<file path="config.mk">
export PLATFORM = sky130hd
export DESIGN_NAME = dma_channel_scheduler
export DESIGN_NICKNAME = d
export VERILOG_FILES = /design/src/rtl/dma_channel_scheduler.sv
export SDC_FILE = /design/constraint.sdc
export NUM_CORES = 1
export LEC_CHECK = 0
export ABC_AREA = 1
export CORE_UTILIZATION = 44
export DETAILED_ROUTE_END_ITERATION = 7
export PLACE_DENSITY = 0.78
export REMOVE_ABC_BUFFERS = 1
export SYNTH_ARGS = -nofsm -noshare
export SYNTH_HDL_FRONTEND = slang
export SYNTH_SLANG_ARGS = --single-unit
export TNS_END_PERCENT = 20
</file>
<file path="constraint.sdc">
create_clock -name clk -period 5.9 [get_ports clk]
set_clock_uncertainty 0.2 [all_clocks]
set_input_delay 1.18 -clock clk [delete_from_list [all_inputs] [get_ports clk]]
set_output_delay 1.18 -clock clk [all_outputs]
set_load 0.05 [all_outputs]
</file>
<file path="src/rtl/dma_channel_scheduler.sv">
// ---------------------------------------------------------------------------
// dma_channel_scheduler
//
// Purpose:
//   Multi-channel front end for a single-port memory copy engine. Each of NCH
//   requesters posts a copy descriptor (source, destination, word count). A
//   round-robin arbiter hands the shared memory port to one channel at a time.
//   The granted copy runs as alternating READ/WRITE cycles, one word each.
//   When the copy finishes, the owning channel gets a one-cycle done pulse.
//
// Ports:
//   clk        in   1        clock, rising edge
//   rst        in   1        synchronous reset, active high
//   ch_req     in   NCH      per-channel request pulse (descriptor sampled same edge)
//   ch_src     in   NCH*AW   per-channel source start address, channel i at [i*AW +: AW]
//   ch_dst     in   NCH*AW   per-channel destination start address
//   ch_len     in   NCH*LW   per-channel word count (0 allowed)
//   ch_grant   out  NCH      one-hot owner of the memory port
//   ch_done    out  NCH      one-cycle completion pulse
//   busy       out  1        scheduler not idle
//   mem_addr   out  AW       memory address
//   mem_wdata  out  DW       memory write data
//   mem_rdata  in   DW       memory read data (combinational from mem_addr)
//   mem_ce_n   out  1        chip enable, active low
//   mem_we_n   out  1        write enable, active low
//
// Handshake:
//   ch_req[i] is a pulse, not a valid/ready pair. It is accepted on the edge
//   where it is seen only if channel i has no pending descriptor and does not
//   currently own the port (this includes its DONE cycle). Otherwise it is
//   dropped silently. The requester sees acceptance indirectly, through
//   ch_grant and ch_done.
// ---------------------------------------------------------------------------
module dma_channel_scheduler #(
  parameter int NCH = 4,
  parameter int AW  = 4,
  parameter int DW  = 8,
  parameter int LW  = 4
) (
  input  logic              clk,
  input  logic              rst,
  input  logic [NCH-1:0]    ch_req,
  input  logic [NCH*AW-1:0] ch_src,
  input  logic [NCH*AW-1:0] ch_dst,
  input  logic [NCH*LW-1:0] ch_len,
  output logic [NCH-1:0]    ch_grant,
  output logic [NCH-1:0]    ch_done,
  output logic              busy,
  output logic [AW-1:0]     mem_addr,
  output logic [DW-1:0]     mem_wdata,
  input  logic [DW-1:0]     mem_rdata,
  output logic              mem_ce_n,
  output logic              mem_we_n
);

  localparam int IW = (NCH > 1) ? $clog2(NCH) : 1;

  localparam logic [1:0] S_IDLE  = 2'd0;
  localparam logic [1:0] S_READ  = 2'd1;
  localparam logic [1:0] S_WRITE = 2'd2;
  localparam logic [1:0] S_DONE  = 2'd3;

  // FSM and arbitration state
  logic [1:0]        state_q,      state_d;
  logic [NCH-1:0]    pending_q,    pending_d;
  logic [NCH-1:0]    grant_q,      grant_d;
  logic [IW-1:0]     rr_q,         rr_d;

  // Per-channel descriptors latched at request time
  logic [NCH*AW-1:0] desc_src_q,   desc_src_d;
  logic [NCH*AW-1:0] desc_dst_q,   desc_dst_d;
  logic [NCH*LW-1:0] desc_len_q,   desc_len_d;

  // Working copy of the active transfer
  logic [AW-1:0]     cur_src_q,    cur_src_d;
  logic [AW-1:0]     cur_dst_q,    cur_dst_d;
  logic [LW-1:0]     cur_cnt_q,    cur_cnt_d;
  logic [DW-1:0]     data_q,       data_d;

  // Last driven address/data. These let mem_addr and mem_wdata hold their
  // values outside READ/WRITE without a separate output register per state.
  logic [AW-1:0]     addr_hold_q;
  logic [DW-1:0]     wdata_hold_q;

  // Round-robin winner search: start one past the last winner and wrap.
  logic              win_found;
  logic [IW-1:0]     win_idx;
  logic [IW-1:0]     cand;

  always_comb begin
    win_found = 1'b0;
    win_idx   = '0;
    cand      = '0;
    for (int k = 1; k <= NCH; k++) begin
      cand = IW'((int'(rr_q) + k) % NCH);
      if (!win_found && pending_q[cand]) begin
        win_found = 1'b1;
        win_idx   = cand;
      end
    end
  end

  // Next-state logic
  always_comb begin
    state_d    = state_q;
    pending_d  = pending_q;
    grant_d    = grant_q;
    rr_d       = rr_q;
    desc_src_d = desc_src_q;
    desc_dst_d = desc_dst_q;
    desc_len_d = desc_len_q;
    cur_src_d  = cur_src_q;
    cur_dst_d  = cur_dst_q;
    cur_cnt_d  = cur_cnt_q;
    data_d     = data_q;

    // Request capture uses the registered pending/grant. A channel that wins
    // on this same edge still has pending_q set, so its own request is dropped.
    for (int i = 0; i < NCH; i++) begin
      if (ch_req[i] && !pending_q[i] && !grant_q[i]) begin
        pending_d[i]               = 1'b1;
        desc_src_d[i*AW +: AW]     = ch_src[i*AW +: AW];
        desc_dst_d[i*AW +: AW]     = ch_dst[i*AW +: AW];
        desc_len_d[i*LW +: LW]     = ch_len[i*LW +: LW];
      end
    end

    case (state_q)
      S_IDLE: begin
        if (win_found) begin
          pending_d[win_idx] = 1'b0;
          cur_src_d          = desc_src_q[int'(win_idx)*AW +: AW];
          cur_dst_d          = desc_dst_q[int'(win_idx)*AW +: AW];
          cur_cnt_d          = desc_len_q[int'(win_idx)*LW +: LW];
          grant_d            = '0;
          grant_d[win_idx]   = 1'b1;
          rr_d               = win_idx;
          // A zero-length descriptor skips straight to its done pulse.
          if (desc_len_q[int'(win_idx)*LW +: LW] == '0) begin
            state_d = S_DONE;
          end else begin
            state_d = S_READ;
          end
        end
      end
      S_READ: begin
        data_d  = mem_rdata;
        state_d = S_WRITE;
      end
      S_WRITE: begin
        // Addresses wrap silently modulo 2^AW.
        cur_src_d = cur_src_q + AW'(1);
        cur_dst_d = cur_dst_q + AW'(1);
        cur_cnt_d = cur_cnt_q - LW'(1);
        if (cur_cnt_q == LW'(1)) begin
          state_d = S_DONE;
        end else begin
          state_d = S_READ;
        end
      end
      S_DONE: begin
        grant_d = '0;
        state_d = S_IDLE;
      end
      default: begin
        state_d = S_IDLE;
      end
    endcase
  end

  // Output decode, from registered state only
  always_comb begin
    busy     = (state_q != S_IDLE);
    ch_grant = grant_q;
    ch_done  = (state_q == S_DONE) ? grant_q : '0;
    mem_ce_n = !((state_q == S_READ) || (state_q == S_WRITE));
    mem_we_n = (state_q != S_WRITE);
    case (state_q)
      S_READ:  mem_addr = cur_src_q;
      S_WRITE: mem_addr = cur_dst_q;
      default: mem_addr = addr_hold_q;
    endcase
    mem_wdata = (state_q == S_WRITE) ? data_q : wdata_hold_q;
  end

  always_ff @(posedge clk) begin
    if (rst) begin
      state_q      <= S_IDLE;
      pending_q    <= '0;
      grant_q      <= '0;
      rr_q         <= IW'(NCH - 1);
      desc_src_q   <= '0;
      desc_dst_q   <= '0;
      desc_len_q   <= '0;
      cur_src_q    <= '0;
      cur_dst_q    <= '0;
      cur_cnt_q    <= '0;
      data_q       <= '0;
      addr_hold_q  <= '0;
      wdata_hold_q <= '0;
    end else begin
      state_q      <= state_d;
      pending_q    <= pending_d;
      grant_q      <= grant_d;
      rr_q         <= rr_d;
      desc_src_q   <= desc_src_d;
      desc_dst_q   <= desc_dst_d;
      desc_len_q   <= desc_len_d;
      cur_src_q    <= cur_src_d;
      cur_dst_q    <= cur_dst_d;
      cur_cnt_q    <= cur_cnt_d;
      data_q       <= data_d;
      addr_hold_q  <= mem_addr;
      wdata_hold_q <= mem_wdata;
    end
  end

endmodule
</file>
## After elaboration in Yosys (flattened, before gate mapping)

Cells that the tools add are included.

- Output and inout port bits: 23
- Register bits after elaboration: 92

- $lt $le $gt $ge: 6
- Muxes and demuxes: 39
- $add $sub $neg: 7
- Shift operators: 3
- Bitwise operators: 2
- Reductions and logical operators: 33
- Eq/ne operators: 6

Operators by type and width:

| cell | number |
|---|---|
| indexed part select 16 x 5 -> 4 bit | 3 |
| one-hot mux 4 bit (2 select lines) | 5 |
| 2-to-1 mux 4 bit | 7 |
| < comparator 2 x 3 -> 1 bit (second input constant) | 5 |
| 2-to-1 mux 2 bit | 7 |
| 2-to-1 mux 1 bit | 13 |
| logical AND 1 bit | 12 |
| logical NOT 1 bit | 12 |
| adder 4 x 1 -> 4 bit (second input constant) | 2 |
| binary-select mux 1 bit (select 2 bit) | 4 |
| 2-to-1 mux 8 bit | 1 |
| one-hot mux 2 bit (4 select lines) | 1 |
| AND reduction 2 bit | 3 |
| nonzero test 2 bit | 3 |
| adder 2 x 1 -> 2 bit (second input constant) | 2 |
| adder 2 bit (second input constant) | 2 |
| bitwise AND 4 bit | 1 |
| equality test 2 bit (second input constant) | 2 |
| equality test 4 x 1 -> 1 bit (second input constant) | 1 |
| logical NOT 4 bit | 1 |
| != test 2 bit (second input constant) | 2 |
| NOT 4 bit | 1 |
| subtractor 4 x 1 -> 4 bit (second input constant) | 1 |
| demux 1 bit (select 2 bit) | 1 |
| other kinds (4) | 4 |

## Logic depth before layout (Yosys ltp)

Gate-level depths: netlist of the first run.

- Word-level depth: 21
- Depth in mapped cells: 20
- Gate-level depth less buffers: 18

## Least setup slack after synthesis of the first run

OpenSTA, ideal clock, no wires.

- Path type: register -> output
- Start point: register state_q[0]
- End point: output port mem_wdata[4]
- Required time: 4.520 ns
- Cell stages (with the launch flop): 8
- Arrival: 2.052 ns
- Path buffers: 2
- Slack: 2.468 ns
- Cell sequence: dfxtp_1 inv_1 ha_1 clkbuf_1 inv_1 clkbuf_1 nand2_1 nand2_1

- Longest elaborated chain between the ends: 2

RTL lines:

| what | line | RTL |
|---|---|---|
| from (decl) | 64 | `logic [1:0] state_q, state_d;` |
| from (signal assigned) | 202 | `state_q <= state_d;` |
| equality test 2 bit | 183 | `mem_wdata = (state_q == S_WRITE) ? data_q : wdata_hold_q;` |
| 2-to-1 mux 8 bit | 183 |  |
| to (decl) | 50 | `output logic [DW-1:0] mem_wdata,` |

Every way passes these cells.

## Final worst setup path of the first run

- Start point: register state_q[0]
- End point: output port mem_addr[0]

- Longest elaborated chain between the ends: 2
- Elaborated cells between the ends (all ways): 3

RTL lines:

| what | line | RTL |
|---|---|---|
| equality test 2 bit or equality test 2 x 1 -> 1 bit (tied branches) | 178 | `case (state_q)` |
| one-hot mux 4 bit (2 select lines) * | 178 |  |
| to (decl) | 49 | `output logic [AW-1:0] mem_addr,` |

Every way passes the cells marked *; elsewhere a longest branch is shown, timed or not.

==> results of run 1 <==
## per-layer routing
layer  GRT usage  wire length, um  up-vias
li1            -                -     2180
met1       0.273             4830     1941
met2       0.357             5150      108
met3      0.0421              549       23
met4      0.0925              268        0
met5           0                0        -
## layout by cell type, fill, tap and decap left out, drive strengths merged
master,count
clkbuf,11
a211oi,1
nand2,159
a31oi,2
o22ai,2
ha,9
dfxtp,92
inv,56
xnor2,1
o221ai,1
clkinv,6
clkdlybuf4s50,84
buf,3
nand3,18
o21ai,86
xor2,5
nand4,5
a21oi,50
and2,1
o211ai,4
nor2,111
nor3,3
nand3b,1
## stage by stage
step,cell area (um^2),hold WS [ns],cells,total power [mW]
5_1_grt,5460,0.284,844,3.40
3_5_place_dp,5270,0.247,828,2.73
4_1_cts,5460,0.259,844,3.13
3_3_place_gp,5270,0.237,828,2.67
2_1_floorplan,4240,0.227,608,2.22
6_report,5460,0.258,844,3.12
## state kept, by name (all words and copies together) (netlist names)
register	flops
addr_hold_q	4
rr_q	2
cur_cnt_q	4
wdata_hold_q	8
desc_src_q	16
state_q	2
cur_dst_q	4
data_q	8
pending_q	4
cur_src_q	4
desc_dst_q	16
desc_len_q	16
ch_grant	4
## power breakdown
group	switching (mW)	internal (mW)
clock	0.219	0.177
combinational	1.25	0.558
sequential	0.116	0.803
## cell families (layout without fill, tap and decap cells)
group	Yosys count	in the layout	synth area share
AOI/OAI and AO/OA	146	146	0.172
DFF	92	92	0.420
buffers and inverters	87	160	0.0825
and+or+nand+nor	298	298	0.287
adders and majority gates	9	9	0.0257
xor gates and xnor gates	6	6	0.0120
## final cells by class
class / instances / area share
Sequential cell: 92 / 0.338
Clock buffer: 11 / 0.0277
Tap cell: 133 / 0.0305
Timing Repair Buffer: 87 / 0.158
Inverter: 57 / 0.0401
Multi-Input combinational cell: 459 / 0.399
Clock inverter: 5 / 0.00665
## worst max-delay path by stage
stage / from / end / slack [ns] / cells past startpoint
CTS: state_q[0]$_SDFFE_PP0P_ / mem_addr[0] / 1.24 / 7
floorplan: state_q[0]$_SDFFE_PP0P_ / mem_addr[0] / 2.40 / 6
finish: state_q[0]$_SDFFE_PP0P_ / mem_addr[0] / 1.21 / 7
global placement: state_q[0]$_SDFFE_PP0P_ / mem_addr[0] / 1.80 / 7
global route: state_q[0]$_SDFFE_PP0P_ / mem_addr[0] / 1.07 / 7
detailed placement: state_q[0]$_SDFFE_PP0P_ / mem_addr[0] / 1.63 / 7
## worst max-delay path, delay by kind of cell, from the launching register on
family / cells / cell delay, ns
compound gates: 1 / 0.33
simple gates: 2 / 0.17
flops: 1 / 0.35
buf+inv: 3 / 1.54
fa+ha+maj: 1 / 0.55
## cells in the mapped netlist, drive strengths merged
cell type	count	share of area
o211ai	4	0.0069
a21oi	50	0.058
nor3	3	0.0034
buf	5	0.011
nand4	5	0.0071
and2	1	0.0014
o221ai	1	0.0020
nand2	159	0.15
o22ai	2	0.0029
xnor2	1	0.0020
ha	9	0.026
clkbuf	25	0.021
a211oi	1	0.0017
nand3b	1	0.0017
a31oi	2	0.0029
xor2	5	0.010
clkinv	1	0.00086
dfxtp	92	0.42
o21ai	86	0.098
nor2	111	0.10
inv	56	0.049
nand3	18	0.023
==> results.tsv, run 1 <==
metric	value	unit
peak supply drop	0.252	mV
Layout Utilization	0.561	
Mapped Cells	638	
hold buffers post-CTS	0	
worst r2r src	state_q[0]$_SDFFE_PP0P_	
setup ws final	1.21	ns
crit end category	output port	
RSZ-0062 raised after global routing	false	
1st-pass router iterations	5	
Max Cap Viol	0	
Die X	102	um
pins over their slew limit	0	
Netlist cell types	33	
PortBufs	84	
die area	10400	um^2
final worst path period need	4.69	ns
crit-path max FO	32	
dpl hpwl	8.01	mm
Crit path arrival time	3.31	ns
number of CTS-inserted buffers	9	
crit share post-route	0.794	
antenna cells	0	
latest clock arrival within the worst-skew pair	0.36	ns
clock sinks	92	
initial antenna violation count	0	
GPL Wtd Cong	0.858	
worst hold path depth	2	
GR Overflow Total	0	
CORE AREA	9730	um^2
Final Hold Viols	0	
required time of the critical path	4.52	ns
CP Class	reg -> out	
DRT iter0 DRCs	204	
routed vias/inst	5.04	
worst r2r dst	cur_src_q[1]$_SDFFE_PP0P_	
Hold Path Origin	desc_dst_q[8]$_SDFFE_PP0P_	
post-cts resize count	0	
Cell Area, Synth	4380	um^2
Area Overhead vs Synth	24.5	%
Final nets	777	
Place WS	1.63	ns
Post-Route WL	10.8	mm
worst hold path class	reg -> reg	
root buffer cell	clkbuf_8	
DR DRC count	0	
CTS tree	yes	
Max Clk Rate	213	MHz
slew of the pin with the lowest slew margin	0.992	ns
CP cell instances	inv_1, ha_1, inv_1, o22ai_1, nand2_1, nand2_1, clkdlybuf4s50_1	
WL per Instance	12.8	um
Clock Path Buffers	2	
Die Height	102	um
post-route ant nets	0	
vias in the first global route	3945	
syn avg cell area	6.87	um^2
post-CTS setup buffer count	0	
register area	1840	um^2
post-synthesis sequential area ratio	0.420	
H-tree Lvls	3	
Ys Warns	0	
Setup TNS Final	0	ns
Reg clk slew, reported paths	0.08	ns
Largest stage delay, worst path	0.82	ns
reg2reg path depth	8	
Core Rows	36	
Worst slew margin	0.337	
status	finished clean	
IO Count	85	
Pleak	2.42	nW
pin count of the biggest net entering global routing	60	
reg2reg setup slack	2.39	ns
starting density of the core	0.450	
sink of the worst hold path	desc_dst_q[8]$_SDFFE_PP0P_	
highest-delay cell along the critical path	clkdlybuf4s50_1	
GRT Total Usage	0.216	
DR vias	4252	
P per Cell Area	572	nW/um^2
first-pass GRT wire length	17.6	mm
share of cells above drive strength 1	0.0647	
Yosys reg bits	92	
FILL cells	952	
final setup violation count	0	
Worst setup SP type	flop	
multi-input logic area	2180	um^2
No activity file was read; power rests on OpenSTA's default activity.
==> run 2: changes to the inputs <==
Settings changed: PLACE_DENSITY 0.78 to 0.8.
Clock period 5.9 ns to 3.86 ns, I/O delays scaled along.
==> run 2 against run 1 <==
Against the previous run: largest power group unchanged; highest routed layer unchanged; global-route usage grew 0.86 points; first-iteration DRC count grew 12%; non-clock buffer count grew 4; design area grew 0.89%.
==> results.tsv, run 2 (synthesized netlist as in run 1, its figures left out) <==
metric	value	unit	change
1st-pass router iterations	5		unchanged
antenna cells	0		unchanged
Layout Cells excl Fill	848		was 844
starting density of the core	0.450		unchanged
DRT iter0 DRCs	229		was 204
WHS	0.258	ns	about the same
register area	1840	um^2	unchanged
Place WS	0.627	ns	was 1.63 ns
RSZ-0062 raised after global routing	false		unchanged
status	finished clean		unchanged
Die Height	102	um	unchanged
root buffer cell	clkbuf_8		unchanged
worst hold path class	reg -> reg		unchanged
Setup TNS Final	0	ns	unchanged
multi-input logic area	2180	um^2	unchanged
setup ws final	0.225	ns	was 1.21 ns
die area	10400	um^2	unchanged
GR Overflow Total	0		unchanged
H-tree Lvls	3		unchanged
final setup violation count	0		unchanged
Worst slew margin	0.483		was 0.337
overall power	4.90	mW	was 3.12 mW
initial antenna violation count	0		unchanged
Worst setup SP type	flop		unchanged
WL per Instance	13.0	um	was 12.8 um
Pleak	2.46	nW	was 2.42 nW
IO Count	85		unchanged
Final Hold Viols	0		unchanged
Core Rows	36		unchanged
first-pass GRT wire length	18.0	mm	was 17.6 mm
largest registers	desc_dst_q: 16 flops, desc_len_q: 16 flops, desc_src_q: 16 flops		unchanged
Max Cap Viol	0		unchanged
placed instance area	5290	um^2	was 5270 um^2
Clock Path Buffers	2		unchanged
P per Cell Area	890	nW/um^2	was 572 nW/um^2
dpl hpwl	8.10	mm	was 8.01 mm
dpl cells	832		was 828
slew of the pin with the lowest slew margin	0.774	ns	was 0.992 ns
post-CTS setup buffer count	0		unchanged
most common cell after layout, fill and taps aside	nand2_1		unchanged
Die X	102	um	unchanged
GRT Total Usage	0.224		was 0.216
crit share post-route	0.942		
Area Overhead vs Synth	25.6	%	was 24.5%
DR DRC count	0		unchanged
Crit path arrival time	2.66	ns	was 3.31 ns
most frequent cells in the layout	147 x nand2_1, 105 x nor2_1, 92 x dfxtp_1		unchanged
CTS tree	yes		unchanged
Post-Route WL	11.0	mm	was 10.8 mm
latest clock arrival within the worst-skew pair	0.36	ns	about the same
Reg clk slew, reported paths	0.09	ns	was 0.08 ns
Layout Cell Area excl Fill	5510	um^2	was 5460 um^2
vias in the first global route	3992		was 3945
required time of the critical path	2.89	ns	was 4.52 ns
post-cts resize count	0		unchanged
post-route ant nets	0		unchanged
Layout Utilization	0.566		was 0.561
crit end category	output port		unchanged
clock sinks	92		unchanged
Final nets	781		was 777
Max Clk Rate	275	MHz	
GPL Wtd Cong	0.856		was 0.858
number of CTS-inserted buffers	9		unchanged
hold buffers post-CTS	0		unchanged
PortBufs	84		unchanged
crit-path max FO	17		was 32
routed vias/inst	5.01		was 5.04
share of cells above drive strength 1	0.0741		was 0.0647
DR vias	4250		was 4252
CORE AREA	9730	um^2	unchanged
FILL cells	934		was 952
pin count of the biggest net entering global routing	30		was 60
pins over their slew limit	0		unchanged
final worst path period need	3.63	ns	
CP Class	reg -> out		unchanged
peak supply drop	0.388	mV	was 0.252 mV
## run 2: changes by cell type in the layout (fill, tap and decap cells not counted), moves of 2 or more
cell	delta
clkdlybuf4s50_1	-4
clkinv_4	-3
buf_4	+8
bufinv_16	+2
## run 2: layout make-up
cell class	count	area share
timing repair buffer	91	0.160
multi-input combinational	459	0.396
inverter	57	0.0398
sequential	92	0.335
clock buffer	11	0.0257
clock inverter	5	0.0136
tap	133	0.0302
## run 2: layer usage
layer,routed length (um),GRT usage,vias up
met5,0,0,-
met4,220,0.0847,0
met3,627,0.0442,22
met2,5400,0.393,132
met1,4790,0.270,1913
li1,-,-,2183
## run 2: path summary, 6_finish.rpt
check	from	endpoint	slack, ns	depth (start not counted)
setup reg to reg	state_q[0]$_SDFFE_PP0P_	cur_src_q[1]$_SDFFE_PP0P_	1.01	10
hold / removal	desc_len_q[1]$_SDFFE_PP0P_	desc_len_q[1]$_SDFFE_PP0P_	0.26	2
setup / recovery	state_q[0]$_SDFFE_PP0P_	mem_wdata[0]	0.23	6
hold reg to reg	desc_len_q[1]$_SDFFE_PP0P_	desc_len_q[1]$_SDFFE_PP0P_	0.26	2
## run 2: worst max-delay path, cell delays in order, from the launching register on
cell,delay (ns)
dfxtp_1,0.38
inv_1,0.10
ha_1,0.41
inv_1,0.39
nand2_1,0.13
nand2_1,0.09
clkdlybuf4s50_1,0.80
## run 2: power by group
| group | total, mW | leakage [nW] | internal [mW] | switching [mW] |
|---|---|---|---|---|
| Clock | 0.709 | 0.113 | 0.380 | 0.330 |
| Sequential | 1.41 | 0.759 | 1.23 | 0.185 |
| Combinational | 2.78 | 1.58 | 0.871 | 1.91 |
| Total | 4.90 | 2.46 | 2.48 | 2.42 |
==> RTL edit (config.mk and constraints of run 2) <==
Set the parameter `NCH` to 2 (it was 4).
--- a/src/rtl/dma_channel_scheduler.sv
+++ b/src/rtl/dma_channel_scheduler.sv
@@ -32,7 +32,7 @@
 //   ch_grant and ch_done.
 // ---------------------------------------------------------------------------
 module dma_channel_scheduler #(
-  parameter int NCH = 4,
+  parameter int NCH = 2,
   parameter int AW  = 4,
   parameter int DW  = 8,
   parameter int LW  = 4
Ports: changed (6 resized); port bits go from 85 to 55. No check against the original RTL was run, so the function may have changed too.
==> RTL edit against run 2 <==
Clock power down 17%; setup slack better by 150 ps; cell count down 35%; final area down 34%; count of clock-buffer cells in the layout up 2; first-iteration DRC count down 50%; routed wire length down 41%; power down 41%; combinational power down 51%; synthesized area down 35%; sequential cell count down 29; critical path type unchanged; largest cell class unchanged; largest power group unchanged.
==> RTL edit: results (changes against run 2) <==
| Metric | Value |
|---|---|
| Largest net degree at the start of global routing | `29 (-3.3%)` |
| Final hold slack | `251.4 ps (-6.823 ps)` |
| Worst reg2reg path endpoint | `cur_cnt_q[3]` |
| Nets | `509 (-35%)` |
| Worst slew margin | `50.34% (+2.0 points)` |
| Average wire per cell in the routed design | `11.82 um (-9.1%)` |
| Vias in the first global route | `2485 (-38%)` |
| Synth cell count leaders | `nand2_1 (92), nor2_1 (71), dfxtp_1 (63), o21ai_0 (46), a21oi_1 (40)` |
| Global-route wire length before repair | `10.61 mm (-41%)` |
| Setup WS pre-CTS | `715.1 ps (+87.95 ps)` |
| Detail Placement HPWL | `4.499 mm (-44%)` |
| FF-to-FF setup slack | `1690 ps (+680 ps)` |
| Final RePlAce weighted congestion | `0.8089 (-5.5%)` |
| Initial DRC count | `115 (-50%)` |
| Sw Pwr | `1.263 mW (-48%)` |
| Hold Path Origin | `desc_len_q[1]` |
| Via count | `2717 (-36%)` |
| Seq/Total Area, Yosys | `44.04% (+2.0 points)` |
| Dpl cell area | `0.003436 mm2 (-35%)` |
| Port buffer count | `54 (-36%)` |
| Max FO, Critical Path | `25 (+8)` |
| Dominant cell type by area after synthesis | `dfxtp_1` |
| Clk_lat worst skew | `340 ps (-20 ps)` |
| Combinational fraction of design power | `46.8% (-9.9 points)` |
| Peak supply drop | `515.8 uV (+33%)` |
| Layout cells sized above 1 | `6.809% (-0.60 points)` |
| Worst reg2reg path depth | `7 (-3)` |
| GRT Total Usage | `20.59% (-1.8 points)` |
| Status | `finished clean` |
| WHS Path Cells | `2 (unchanged)` |
| Clock transition at path regs | `60 ps (-30 ps)` |
| Worst EP arrival | `2510 ps (-150 ps)` |
| Synth area leaders | `dfxtp_1 (44%), nand2_1 (12%), nor2_1 (9.3%)` |
| Count of cell types in the netlist | `26 (-21%)` |
| P_leak | `1.629 nW (-34%)` |
[RTL edit: power groups by stage]
stage	registers (mW)	clock network [mW]	logic [mW]
after floorplan	0.942	0	0.963
after global placement	0.944	0	1.32
after detailed placement	0.952	0	1.35
after CTS	0.939	0.600	1.35
after global routing	0.960	0.630	1.52
final	0.942	0.592	1.35
[RTL edit: worst max path at each step]
stage               start      endpoint
2_1_floorplan  state_q[0]   mem_addr[3]
3_3_place_gp   state_q[0]  mem_wdata[5]
3_5_place_dp   state_q[0]  mem_wdata[3]
4_1_cts        state_q[0]  mem_wdata[3]
5_1_grt        state_q[0]  mem_wdata[3]
6_report       state_q[0]  mem_wdata[3]
[RTL edit: per-stage QoR]
stage,total power [mW],std cells
after floorplan,1.905,396
after global placement,2.266,531
after detailed placement,2.298,531
after CTS,2.893,547
after global routing,3.113,547
final,2.885,547
[RTL edit: layout make-up]
cell class              count  area (um2)
flip-flops and latches     63        1261
clock inverters             3       40.04
inverters                  35       131.4
repair buffers             58       565.5
fillers                   601        2669
clock buffers              13       168.9
multi-input cells         298        1381
well taps                  77       96.34
[RTL edit: metal layers]
metal | track usage, % | vias up | wire length, um
met2 | 34.02 | 73 | 2975
met3 | 4.945 | 9 | 306
met4 | 9.310 | 0 | 89
met5 | 0 | - | 0
li1 | - | 1429 | -
met1 | 25.22 | 1206 | 3095
[RTL edit: kinds of logic (layout without fill, tap and decap cells)]
kind of cell / after synthesis / in the layout / share of synthesized area [%]
simple gates: 190 / 190 / 26.61
compound gates: 99 / 99 / 17.82
flops: 63 / 63 / 44.04
buf+inv: 54 / 109 / 7.732
fa+ha+maj: 8 / 8 / 3.495
xor+xnor: 1 / 1 / 0.3059
[RTL edit: worst min-delay path: cells and delay by family (launching register included)]
kind                   cells  cell delay, ps
AOI/OAI and AO/OA          1              50
buffers and inverters      1              60
DFF                        1             300
